[src/rtl/seq_pp_accumulator.sv]
// Sequential shift-add unsigned multiplier with valid/ready on both sides.
// Optional build macro SKIP_ZERO_EN: finish early once the remaining multiplier bits are zero.
module seq_pp_accumulator #(
    parameter int WIDTH = 12,
    parameter int CNT_W = 4
) (
    input  logic                 clk,
    input  logic                 rst_n,
    input  logic                 in_valid,
    output logic                 in_ready,
    input  logic [WIDTH-1:0]     a,
    input  logic [WIDTH-1:0]     b,
    output logic                 out_valid,
    input  logic                 out_ready,
    output logic [2*WIDTH-1:0]   product,
    output logic                 busy
);

    // state | meaning
    // IDLE  | waiting for operands, in_ready high
    // RUN   | one partial product accumulated per cycle
    // DONE  | product presented until out_ready
    typedef enum logic [1:0] {IDLE, RUN, DONE} state_t;

    localparam logic [CNT_W-1:0] CNT_LAST = CNT_W'(WIDTH - 1);

    state_t             state, state_next;
    logic [WIDTH-1:0]   a_reg;
    logic [WIDTH-1:0]   b_shreg;
    logic [WIDTH-1:0]   pp;
    logic [WIDTH:0]     sum;
    logic [2*WIDTH-1:0] acc;
    logic [2*WIDTH-1:0] acc_step;
    logic [2*WIDTH-1:0] acc_next;
    logic [CNT_W-1:0]   cnt;
    logic               last;

    // Upper half plus carry takes the partial product, then the whole
    // accumulator moves right one place so the carry is never lost.
    always_comb begin
        pp       = b_shreg[0] ? a_reg : '0;
        sum      = {1'b0, acc[2*WIDTH-1:WIDTH]} + {1'b0, pp};
        acc_step = {sum, acc[WIDTH-1:1]};
`ifdef SKIP_ZERO_EN
        last     = (cnt == CNT_LAST) || (b_shreg[WIDTH-1:1] == '0);
        acc_next = last ? (acc_step >> (CNT_LAST - cnt)) : acc_step;
`else
        last     = (cnt == CNT_LAST);
        acc_next = acc_step;
`endif
    end

    always_ff @(posedge clk or negedge rst_n) begin
        if (!rst_n) begin
            state <= IDLE;
        end else begin
            state <= state_next;
        end
    end

    always_comb begin
        state_next = state;
        case (state)
            IDLE:    if (in_valid) state_next = RUN;
            RUN:     if (last) state_next = DONE;
            DONE:    if (out_ready) state_next = IDLE;
            default: state_next = IDLE;
        endcase
    end

    assign in_ready  = (state == IDLE);
    assign busy      = (state == RUN);
    assign out_valid = (state == DONE);

    always_ff @(posedge clk or negedge rst_n) begin
        if (!rst_n) begin
            a_reg   <= '0;
            b_shreg <= '0;
            acc     <= '0;
            cnt     <= '0;
            product <= '0;
        end else begin
            case (state)
                IDLE: begin
                    if (in_valid) begin
                        a_reg   <= a;
                        b_shreg <= b;
                        acc     <= '0;
                        cnt     <= '0;
                    end
                end
                RUN: begin
                    acc     <= acc_next;
                    b_shreg <= b_shreg >> 1;
                    cnt     <= cnt + 1'b1;
                    if (last) product <= acc_next;
                end
                default: ;
            endcase
        end
    end

endmodule
[config.mk]
export PLATFORM = sky130hd
export DESIGN_NAME = seq_pp_accumulator
export DESIGN_NICKNAME = d
export VERILOG_FILES = /design/src/rtl/seq_pp_accumulator.sv
export SDC_FILE = /design/constraint.sdc
export NUM_CORES = 1
export LEC_CHECK = 0
export CORE_ASPECT_RATIO = 1.5
export CORE_UTILIZATION = 55
export CTS_CLUSTER_SIZE = 40
export DETAILED_ROUTE_END_ITERATION = 10
export GPL_ROUTABILITY_DRIVEN = 0
export PLACE_DENSITY = 0.83
export SKIP_CTS_REPAIR_TIMING = 1
export SLEW_MARGIN = 40
export SYNTH_ARGS = -nofsm -noshare
export SYNTH_HDL_FRONTEND = slang
export SYNTH_SLANG_ARGS = --single-unit
[constraint.sdc]
create_clock -name clk -period 4.4 [get_ports clk]
set_input_delay 0.88 -clock clk [delete_from_list [all_inputs] [get_ports clk]]
set_output_delay 0.88 -clock clk [all_outputs]
set_load 0.01 [all_outputs]
# --- After elaboration in Yosys (flattened, before gate mapping) ---
# Index checks and enable logic that the tools add are counted.
totals:
  reg_bits: 78
  latch_bits: 0
  ramBits: 0
  rom_bits: 0
  in_bits: 28
  output_inout_bits: 27
  word_cells: 31
  memories: 0
classes:
  n_addsub: 2
  multipliers: 0
  div_mod_pow: 0
  order_cmp: 0
  n_eq_ne: 6
  n_shift: 0
  muxes: 11
  bitwise: 0
  reduce_logical: 6
ops:
  columns: ["op", "n"]
  rows:
  - ["$pmux W24 S2", 1]
  - ["$mux W12", 2]
  - ["$mux W24", 1]
  - ["$pmux W12 S2", 1]
  - ["$add A12 B12 Y13", 1]
  - ["$pmux W4 S2", 1]
  - ["$mux W2", 3]
  - ["$pmux W2 S3", 1]
  - ["$reduce_and A2 Y1", 3]
  - ["$add A4 B1 Y4 const B", 1]
  - ["$eq A4 B4 Y1 const B", 1]
  - ["$mux W4", 1]
  - ["$ne A2 B1 Y1 const B", 2]
  - ["$reduce_and A3 Y1", 1]
  - ["$eq A2 B1 Y1 const B", 1]
  - ["$eq A2 B2 Y1 const B", 1]
  - ["$logic_not A2 Y1", 1]
  - ["$ne A2 B2 Y1 const B", 1]
  - ["$reduce_bool A2 Y1", 1]

# --- Longest topological paths before layout ---
depth:
  ltp_word: 3
  mapped_depth: 9
  depth_no_buf: 9

# --- Least setup slack after synthesis ---
# OpenSTA, ideal clock, no wires.
synth_path:
  kind: "register -> register"
  startpoint: "register b_shreg[0]"
  endpoint: "register product[20]"
  setup_time_ps: 68
  t_arrival_ps: 2023
  required_time_ps: 4332
  slack_ps: 2308
  path_stages_with_launch: 9
  path_buffers: 2
  period_less_slack_ps: 2092
  cell_sequence: "dfrtp_1 > clkbuf_1 > and2_1 > ha_1 > clkbuf_1 > nand2_1 > a211o_1 > or3_1 > nand3_1"
synth_via:
  elab_chain_cells: 2
synth_lines:
  columns: ["item", "line_no", "source"]
  rows:
  - ["from (decl)", "29", "logic [WIDTH-1:0] b_shreg;"]
  - ["from (signal assigned)", "94", "b_shreg <= b_shreg >> 1;"]
  - ["$mux W12", "41", "pp = b_shreg[0] ? a_reg : '0;"]
  - ["$add A12 B12 Y13", "42", "sum = {1'b0, acc[2*WIDTH-1:WIDTH]} + {1'b0, pp};"]
  - ["to (signal assigned)", "96", "if (last) product <= acc_next;"]
  - ["to (decl)", "15", "output logic [2*WIDTH-1:0] product,"]
# No other way between the ends.
# A chain may end at the register's enable or synchronous reset.

# --- Final worst setup path ---
layout_path:
  startpoint: "register state[1]"
  endpoint: "output port busy"
layout_via:
  elab_chain_cells: 1
layout_lines:
  columns: ["item", "line_no", "source"]
  rows:
  - ["from (decl)", "27", "state_t state, state_next;"]
  - ["from (signal assigned)", "57", "state <= state_next;"]
  - ["$eq A2 B1 Y1", "72", "assign busy = (state == RUN);"]
  - ["to (decl)", "16", "output logic busy"]
# No other way between the ends.

==> flow_summary.toml <==
[global_route]
grt_start_max_net_pins = 78
grt_remaining_overflow = 0
grt_antenna_before_repair = 0
grtUsageMet3_pct = 6.53
track_usage_pct = 25.5
first_global_vias = 2947
grt.met1_usage_pct = 31.1
globalRoute.busiestLayer = "met2"
wire_length_of_the_first_global_routing_pass_um = 13100
gr-usage-met2_pct = 41.8

[synthesis]
top_cell_type_s_share_of_synthesized_area_pct = 53.2
yosys.area_share.simple_pct = 24.5
synth_cell_type_count = 36
synthesis.area_per_instance_sq_um = 8.81
netlist_area_sq_mm = 0.00362
ys_ff_latch = 77
seq_area_frac_synth_pct = 53.2
ys.warnings.count = 0
synthCells = 411
post_synth_xor_area_fraction_pct = 1.69
mappedNetlistNets = 453
synth_compound_area_share_pct = 12.3
synth-adder-area-share_pct = 5.04
yosys-top-cells-area = "dfrtp_1 53%, nand2_1 13%, o21ai_0 4.7%"
synth_top_family_by_area = "simple AND/OR/NAND/NOR gates"
synth_area_leader_cell = "dfrtp_1"
synthMuxAreaShare_pct = 0

[sta]
slew_viol_final = 0
report.final.hold_viol_count = 0
fmax_ghz = 0.337
rsz0062_at_grt = "no"
timing.final.crit_share_pct = 67.4
clock_skew_ns = 0.0122
setup_viol_count_final = 0
timing.final.crit_period_ns = 2.96
final_setup_tns_ns = 0
tightest_slew_ns = 0.670
worst_relative_slew_slack_pct = 55.3

[finish]
finalInstanceArea_sq_mm = 0.00441
layout_common_cells = "125 x nand2_1, 77 x dfrtp_1, 53 x clkdlybuf4s50_1"
insertedDiodeCount = 0
largest_register_ff_count = 24
largest_register_by_flop_count = "product"
largestRegisters = "product: 24 flops, acc: 23 flops"
drive_gt1_share_pct = 5.43
final_common_cell = "nand2_1"
syn_to_final_growth_pct = 21.7
finalCoreUtilization_pct = 70.4
finalNetCount = 497

[detailed_routing]
per_cell_routed_wire_length_um = 14.5
dr.pass1.iters = 4
route.vias.total = 2950
initialDrtViolationCount = 224
routed_wirelength_um = 7740
drtAntennaViolNets = 0
drt_drc_violations_left = 0
detail_route.vias_per_cell = 5.52

[die]
boundaryPins = 55
die_h_um = 101
die_area_sq_mm = 0.00692
die_w_um = 68.3
core.rowCount = 35
core-area_sq_mm = 0.00626
start_util_pct = 57.8

[clock_network]
cts_made_buffers = 9
tritoncts_clock_tree = "done"
cts.htree.levels = 3
clockBufferDepth = 2
cts.sinks = 77
path_clk_slew_ns = 0.08
clk-insertion-delay-late_ns = 0.36
ctsRootBufferMaster = "clkbuf_8"

[worst_setup_path]
critPathCaptureType = "output pin"
worst-setup-path-type = "reg2out"
arrival_ns = 2.08
critical_path.max_fanout = 20
worstSetupStartpointType = "flip-flop"
worstRegToRegCells = 9
crit_required_ns = 3.52

[power_and_ir_drop]
p_per_area_mw_per_mm2 = 726
cellLeakagePower_nw = 2.05
report.power.total_mw = 3.20
power.ir.vdd_worst_mv = 0.348

[hold_path]
holdCritPathClass = "reg2reg"
hold_depth = 2

[placement]
post-dp-hpwl_um = 5250
port_buffers = 54
postPlaceCellArea_sq_mm = 0.00419

[flow_run]
drv_cap = 0

[run_status]
outcome = "complete, no violations"
==> worst max-delay path: stages (launching register included) <==
cell             delay [ns]
dfrtp_1                0.41
nand2b_2               0.19
inv_1                  0.46
clkdlybuf4s50_1        0.66
==> layout make-up <==
cell class	instances	area (sq um)
inverters	6	22.5
multi-input cells	304	1580
clock buffers	9	124
well taps	74	92.6
clock inverters	7	97.6
flip-flops and latches	77	1930
fillers	501	1860
repair buffers	57	564
==> synth_stat cells, drive strengths merged <==
| master | number |
|---|---|
| o31ai | 4 |
| fa | 1 |
| nor3 | 5 |
| xnor2 | 4 |
| dfrtp | 77 |
| nand4 | 4 |
| nand2 | 125 |
| o21a | 1 |
| and2 | 13 |
| o211ai | 1 |
| o22ai | 11 |
| a211oi | 2 |
| a2111oi | 1 |
| a21boi | 1 |
| and3b | 1 |
| nor2 | 32 |
| or3 | 2 |
| nand4b | 2 |
| xor2 | 3 |
| a31oi | 2 |
| a21oi | 12 |
| nand3 | 18 |
| clkbuf | 18 |
| a211o | 1 |
| buf | 6 |
| nand2b | 4 |
| inv | 6 |
| o21ai | 35 |
| a21o | 4 |
| o21ba | 1 |
| and3 | 1 |
| ha | 13 |
==> report_power, final <==
| part | total (mW) | leakage (nW) | internal [mW] | switching, mW |
|---|---|---|---|---|
| sequential | 1.21 | 0.977 | 1.02 | 0.194 |
| combinational | 1.40 | 0.964 | 0.597 | 0.799 |
| clock | 0.591 | 0.106 | 0.321 | 0.270 |
| total | 3.20 | 2.05 | 1.93 | 1.26 |
==> cells by family after synthesis <==
logic type	Yosys count
and+or+nand+nor	207
DFF	77
AOI/OAI and AO/OA	76
buffers and inverters	30
adders and majority gates	14
xor gates and xnor gates	7
==> through the flow <==
step                worst slack, ns  std cells  hold WS [ns]
finish                         1.44        534         0.475
detailed placement             1.87        518         0.455
global route                   1.36        534         0.501
floorplan                      2.31        411         0.437
global placement               1.88        518         0.454
CTS                            1.47        534         0.483
==> path summary, 6_finish.rpt <==
| kind | from | end | slack [ns] |
|---|---|---|---|
| worst max-delay path | state[1] | busy | 1.44 |
| min in group asynchronous | rst_n | b_shreg[8] | 0.53 |
| worst min register to register | product[14] | product[14] | 0.48 |
| worst min-delay path | product[14] | product[14] | 0.48 |
| worst max register to register | b_shreg[0] | product[21] | 1.91 |
| max in group asynchronous | rst_n | product[11] | 3.41 |
==> metal layers <==
layer  share of wire [%]  routed length [um]
met5                   0                   0
met4                 2.1                 159
met3                 3.9                 298
met2                  51                3980
met1                  43                3300
Power figures use the tool's default switching activity.
==> variant 1, RTL diff (same settings) <==
The option `SKIP_ZERO_EN` is turned on by a define.
--- a/src/rtl/seq_pp_accumulator.sv
+++ b/src/rtl/seq_pp_accumulator.sv
@@ -1,5 +1,7 @@
 // Sequential shift-add unsigned multiplier with valid/ready on both sides.
 // Optional build macro SKIP_ZERO_EN: finish early once the remaining multiplier bits are zero.
+`define SKIP_ZERO_EN
+
 module seq_pp_accumulator #(
     parameter int WIDTH = 12,
     parameter int CNT_W = 4
Formal check against the unedited RTL: not equivalent (a bounded check fails within 4 cycles, from zero or initial values and one cycle with rst_n low).
==> variant 1 against the unedited design <==
The run now ends with DRC left. Routed wire length up 90%. Area after synthesis up 40%. Utilization down 3.1 points. Non-clock buffer count up 7. Sequential cell count unchanged. Synthesized cell count up 40%. Setup slack worse by 0.85 ns. Cell area up 36%. Clock power up 33%. Power up 68%. Critical endpoint is now acc[21]. Largest cell class is now multi-input combinational cells. Highest routed layer unchanged.
==> variant 1: results (changes against the unedited design) <==
- The global-route usage over all layers was 33.1% (+7.7 points).
- The flow ran to the end, but the final reports show violations.
- Wirelength, routed: 14700 um (+90%)
- The reg2reg setup slack came to 0.59 ns (-1.32 ns).
- The largest voltage drop on the vdd net came to 0.615 mV (+77%).
- Path depth of the worst reg2reg path: 11 (+2)
- In this run the critical register-to-register path is captured at acc[21].
- Root buffer cell: sky130_fd_sc_hd__clkbuf_16
- The sum of met3 wire segment lengths after detailed routing is 1070 um (+260%).
- The count of nets after finishing was 654 (+32%).
- Number of nets produced by synthesis: 620 (+37%)
- Master of the slowest instance on the critical path: sky130_fd_sc_hd__o21ai_0
* Crit-path max cell delay: 0.72 ns (+0.06 ns)
* Routed metal-1 wirelength: 5590 um (+69%)
- The cell count after synthesis was 577 (+40%).
- The endpoint arrival time on the critical path was 4.05 ns (+1.97 ns).
- Post-synth top area share: 37.9% (-15 points)
- The detailed-route vias per instance came to 6.72 (+22%).
* Number of DRC markers in iteration 0: 524 (+130%)
- Number of distinct library cell variants in the gate-level netlist after synthesis: 68 (+89%)
- Clock transition at the registers of the reported paths: 0.06 ns (-0.02 ns)
- The number of standard cells in the layout, taps in and fillers out came to 726 (+36%).
- The final reports fail on DRC.
- Post-Place Cell Area: 5660 um^2 (+35%)
- The transition time at the pin with the least slew margin was 0.867 ns (+0.197 ns).
- After synthesis, the cell types taking the most area are sky130_fd_sc_hd__dfrtp_1, sky130_fd_sc_hd__nand2_1, sky130_fd_sc_hd__nor2_1, sky130_fd_sc_hd__ha_1, sky130_fd_sc_hd__mux4_2.
- The wire length on met2 is 7200 um (+81%).
- The global-route wire length before repair is 24100 um (+85%).
- Remaining routing DRC violations: 1 (+1)
variant 1: worst max path at each step:
stage | slack (ns) | endpoint | cells after the start | startpoint
2_1_floorplan | 1.33 | acc[11] | 11 | b_shreg[0]
3_3_place_gp | 0.83 | acc[21] | 11 | b_shreg[0]
3_5_place_dp | 0.79 | acc[21] | 11 | b_shreg[0]
4_1_cts | 0.73 | acc[21] | 11 | b_shreg[0]
5_1_grt | 0.48 | acc[21] | 11 | b_shreg[0]
6_report | 0.59 | acc[21] | 11 | b_shreg[0]
variant 1: logic make-up (layout without fill, tap and decap cells):
| kind of cell | after synthesis | after routing | share of synthesized area [%] |
|---|---|---|---|
| simple gates | 224 | 224 | 19.7 |
| compound gates | 184 | 184 | 27.6 |
| flops | 77 | 77 | 37.9 |
| buf+inv | 52 | 91 | 4.24 |
| mux | 19 | 19 | 5.69 |
| fa+ha+maj | 15 | 15 | 3.84 |
| xor+xnor | 6 | 6 | 1.03 |
variant 1: layer usage:
layer,track usage (%),vias to the layer above
li1,-,2195
met1,40.4,2326
met2,52.3,281
met3,7.00,77
met4,21.2,0
met5,0,-
variant 1: metrics by stage:
stage                     hold slack [ns]  util (%)  worst slack, ns  total power, mW
after floorplan                     0.437         -             1.33             3.57
after global placement              0.461      63.7            0.827             4.36
after detailed placement            0.463      63.8            0.787             4.46
after CTS                           0.479      67.3            0.730             5.28
after global routing                0.485      67.3            0.479             5.69
final                               0.475      67.3            0.589             5.38
variant 1: power by group through the flow:
stage	sequential [mW]	clock, mW	combinational, mW
floorplan	1.20	0	2.36
global placement	1.23	0	3.14
detailed placement	1.24	0	3.22
CTS	1.24	0.784	3.26
global route	1.28	0.810	3.60
finish	1.24	0.784	3.35
variant 1: cell type report:
class	instances	area (um^2)
clock buffer	13	270
sequential	77	1930
tap	110	138
inverter	11	41.3
multi-input combinational	448	2940
fill	690	2910
timing repair buffer	64	617
clock inverter	3	42.5
variant 1: tightest hold or removal path, stage by stage (launching register included):
cell,delay [ns]
sky130_fd_sc_hd__dfrtp_1,0.34
sky130_fd_sc_hd__nand2_1,0.05
sky130_fd_sc_hd__nand2_1,0.05
==> variant 2, RTL diff (config.mk and constraints unchanged) <==
Made on the original files. The 3 states of `state_t` get a one-hot encoding in 3 bits.
--- a/src/rtl/seq_pp_accumulator.sv
+++ b/src/rtl/seq_pp_accumulator.sv
@@ -20,7 +20,7 @@
     // IDLE  | waiting for operands, in_ready high
     // RUN   | one partial product accumulated per cycle
     // DONE  | product presented until out_ready
-    typedef enum logic [1:0] {IDLE, RUN, DONE} state_t;
+    typedef enum logic [2:0] {IDLE = 3'b001, RUN = 3'b010, DONE = 3'b100} state_t;
 
     localparam logic [CNT_W-1:0] CNT_LAST = CNT_W'(WIDTH - 1);
 
Function: same outputs for any inputs over 10 cycles, from zero or initial values and one cycle with rst_n low; not proved beyond that.
==> variant 2 against the unedited design <==
Power fell by 25%. Setup slack got worse by 0.41 ns. Fmax fell by 12%. Area after synthesis rose by 8.3%. Routed wire length rose by 6.6%. Hold slack improved by 0.0062 ns. Sequential cell count rose by 1. Cell area rose by 6.5%.
==> variant 2: results (changes against the unedited design) <==
- Result of the run: finished clean
* Count of buffers from port buffering: 54 (unchanged)
- The stage delay of the slowest cell on the critical path was 0.63 ns (-0.03 ns).
- The portion of the post-synthesis area used by sequential elements is 49.8% (-3.4 points).
- The fmax came to 297 MHz (-12%).
- Ranked by instance count, the synthesized netlist is headed by sky130_fd_sc_hd__nand2_1, sky130_fd_sc_hd__dfrtp_1, sky130_fd_sc_hd__o21ai_0.
- The endpoint arrival time on the critical path was 2.49 ns (+0.41 ns).
* Number of nets produced by synthesis: 441 (-2.6%)
- The number of placed instances with taps included was 511 (-1.4%).
- Number of cells produced by synthesis: 399 (-2.9%)
* Master of the slowest instance on the critical path: sky130_fd_sc_hd__or3b_4
- The met1 layer usage reported by global route came to 29.5% (-1.6 points).
- The clock input transition at the sequential cells of the worst setup and hold paths is 0.08 ns (about the same).
- Path depth of the worst reg2reg path: 6 (-3)
- Cell types occupying the most area after synthesis: sky130_fd_sc_hd__dfrtp_1, sky130_fd_sc_hd__nand2_1, sky130_fd_sc_hd__mux2_2, sky130_fd_sc_hd__ha_1, sky130_fd_sc_hd__o21ai_0
* Cell depth of the worst hold path: 2 (unchanged)
* Internal Power: 1.55 mW (-20%)
- The ratio of cells with drive above 1 in the final layout came to 8.69% (+3.3 points).
- Registers with the most flip-flops: product x24, acc x23
- Pre-CTS setup slack: 1.42 ns (-0.447 ns)
- Detailed-routing iteration count for the pre-antenna-repair pass: 6 (+2)
* CP Launch Point: state[2]
* Average wire per standard cell: 15.7 um (+8.0%)
- Critical path peak fanout: 38 (+90%)
* Post-Place Cell Area: 4490 um^2 (+7.4%)
* Antenna violations before repair: 0 (unchanged)
* Maximum number of pins on one net before global-route repair: 79 (+1.3%)
- Global-route wire length before repair: 14400 um (+10%)
- Clock latency at the later pin of the worst-skew pair: 0.35 ns
* Count of nets after finishing: 486 (-2.2%)
* Reg-to-reg critical path endpoint: product[21]
* Slew of the pin with the lowest slew margin: 0.813 ns (+0.143 ns)
- Met3 track demand over resource: 4.68% (-1.8 points)
- In this run the critical register-to-register path is launched from state[2].
* Number of distinct library cell variants in the gate-level netlist after synthesis: 52 (+44%)
- Met2 track demand over resource in global routing: 41.6% (-0.23 points)
- The global-route usage over all layers was 24.5% (-0.92 points).
* CTS H-Tree Depth: 3 (unchanged)
- In this run the clock root is driven by a sky130_fd_sc_hd__clkbuf_8.
- Vias per cell: 5.92 (+7.2%)
- The post-route clock skew came to 0.0109 ns (-0.00127 ns).
* Via count of the first global-routing pass: 3203 (+8.7%)
- HPWL after detailed placement: 5670 um (+7.9%)
- Number of DRC markers in iteration 0: 255 (+14%)
- Leakage power: 2.08 nW (+1.6%)
- The total number of vias is 3121 (+5.8%).
- Worst VDD drop: 0.437 mV (+26%)
## variant 2: changes by cell type in the layout (fill, tap and decap cells not counted), sizes merged, moves of 4 or more
cell,change
mux2i,+14
nand2,-33
clkbuf,+4
o211ai,+6
nand3,-8
nor2,-21
mux2,+15
o22ai,-7
## variant 2: power groups by stage
stage | clock (mW) | sequential, mW | combinational [mW]
after global placement | 0 | 0.997 | 0.821
after global routing | 0.580 | 1.01 | 0.966
final | 0.540 | 0.991 | 0.867
after floorplan | 0 | 0.964 | 0.662
after CTS | 0.551 | 0.992 | 0.865
after detailed placement | 0 | 1.01 | 0.859
## variant 2: worst min-delay path by stage
stage | to | slack [ns] | from
2_1_floorplan | product[0] | 0.44 | acc[1]
3_3_place_gp | b_shreg[7] | 0.46 | b_shreg[8]
3_5_place_dp | product[9] | 0.46 | product[9]
4_1_cts | product[0] | 0.49 | acc[1]
5_1_grt | b_shreg[0] | 0.50 | b_shreg[1]
6_report | product[0] | 0.48 | product[0]
## variant 2: worst min-delay path: cells and delay by family, from the launching register on
kind | cells | cell delay (ns)
DFF | 1 | 0.35
and+or+nand+nor | 2 | 0.10
## variant 2: cell type report
cell class | count | area, um^2
Fill cell | 525 | 2200
Multi-Input combinational cell | 292 | 1850
Sequential cell | 78 | 1950
Inverter | 6 | 22.5
Timing Repair Buffer | 57 | 572
Tap cell | 78 | 97.6
Clock buffer | 13 | 159
Clock inverter | 3 | 42.5
## variant 2: cells by family after synthesis
| kind of cell | share of synthesized area [%] |
|---|---|
| AND/OR/NAND/NOR | 18.4 |
| AO/OA/AOI/OAI | 15.1 |
| flip-flops | 49.8 |
| buffers and inverters | 3.25 |
| multiplexers | 7.88 |
| adder cells (fa/ha/maj) | 4.66 |
| XOR/XNOR | 0.894 |
## variant 2: routing by layer
layer  up-vias  part of all wire [%]
met3        15                   3.6
met4         0                   2.6
met5         -                     0
met1      1532                    41
met2        78                    52
li1       1496                     -
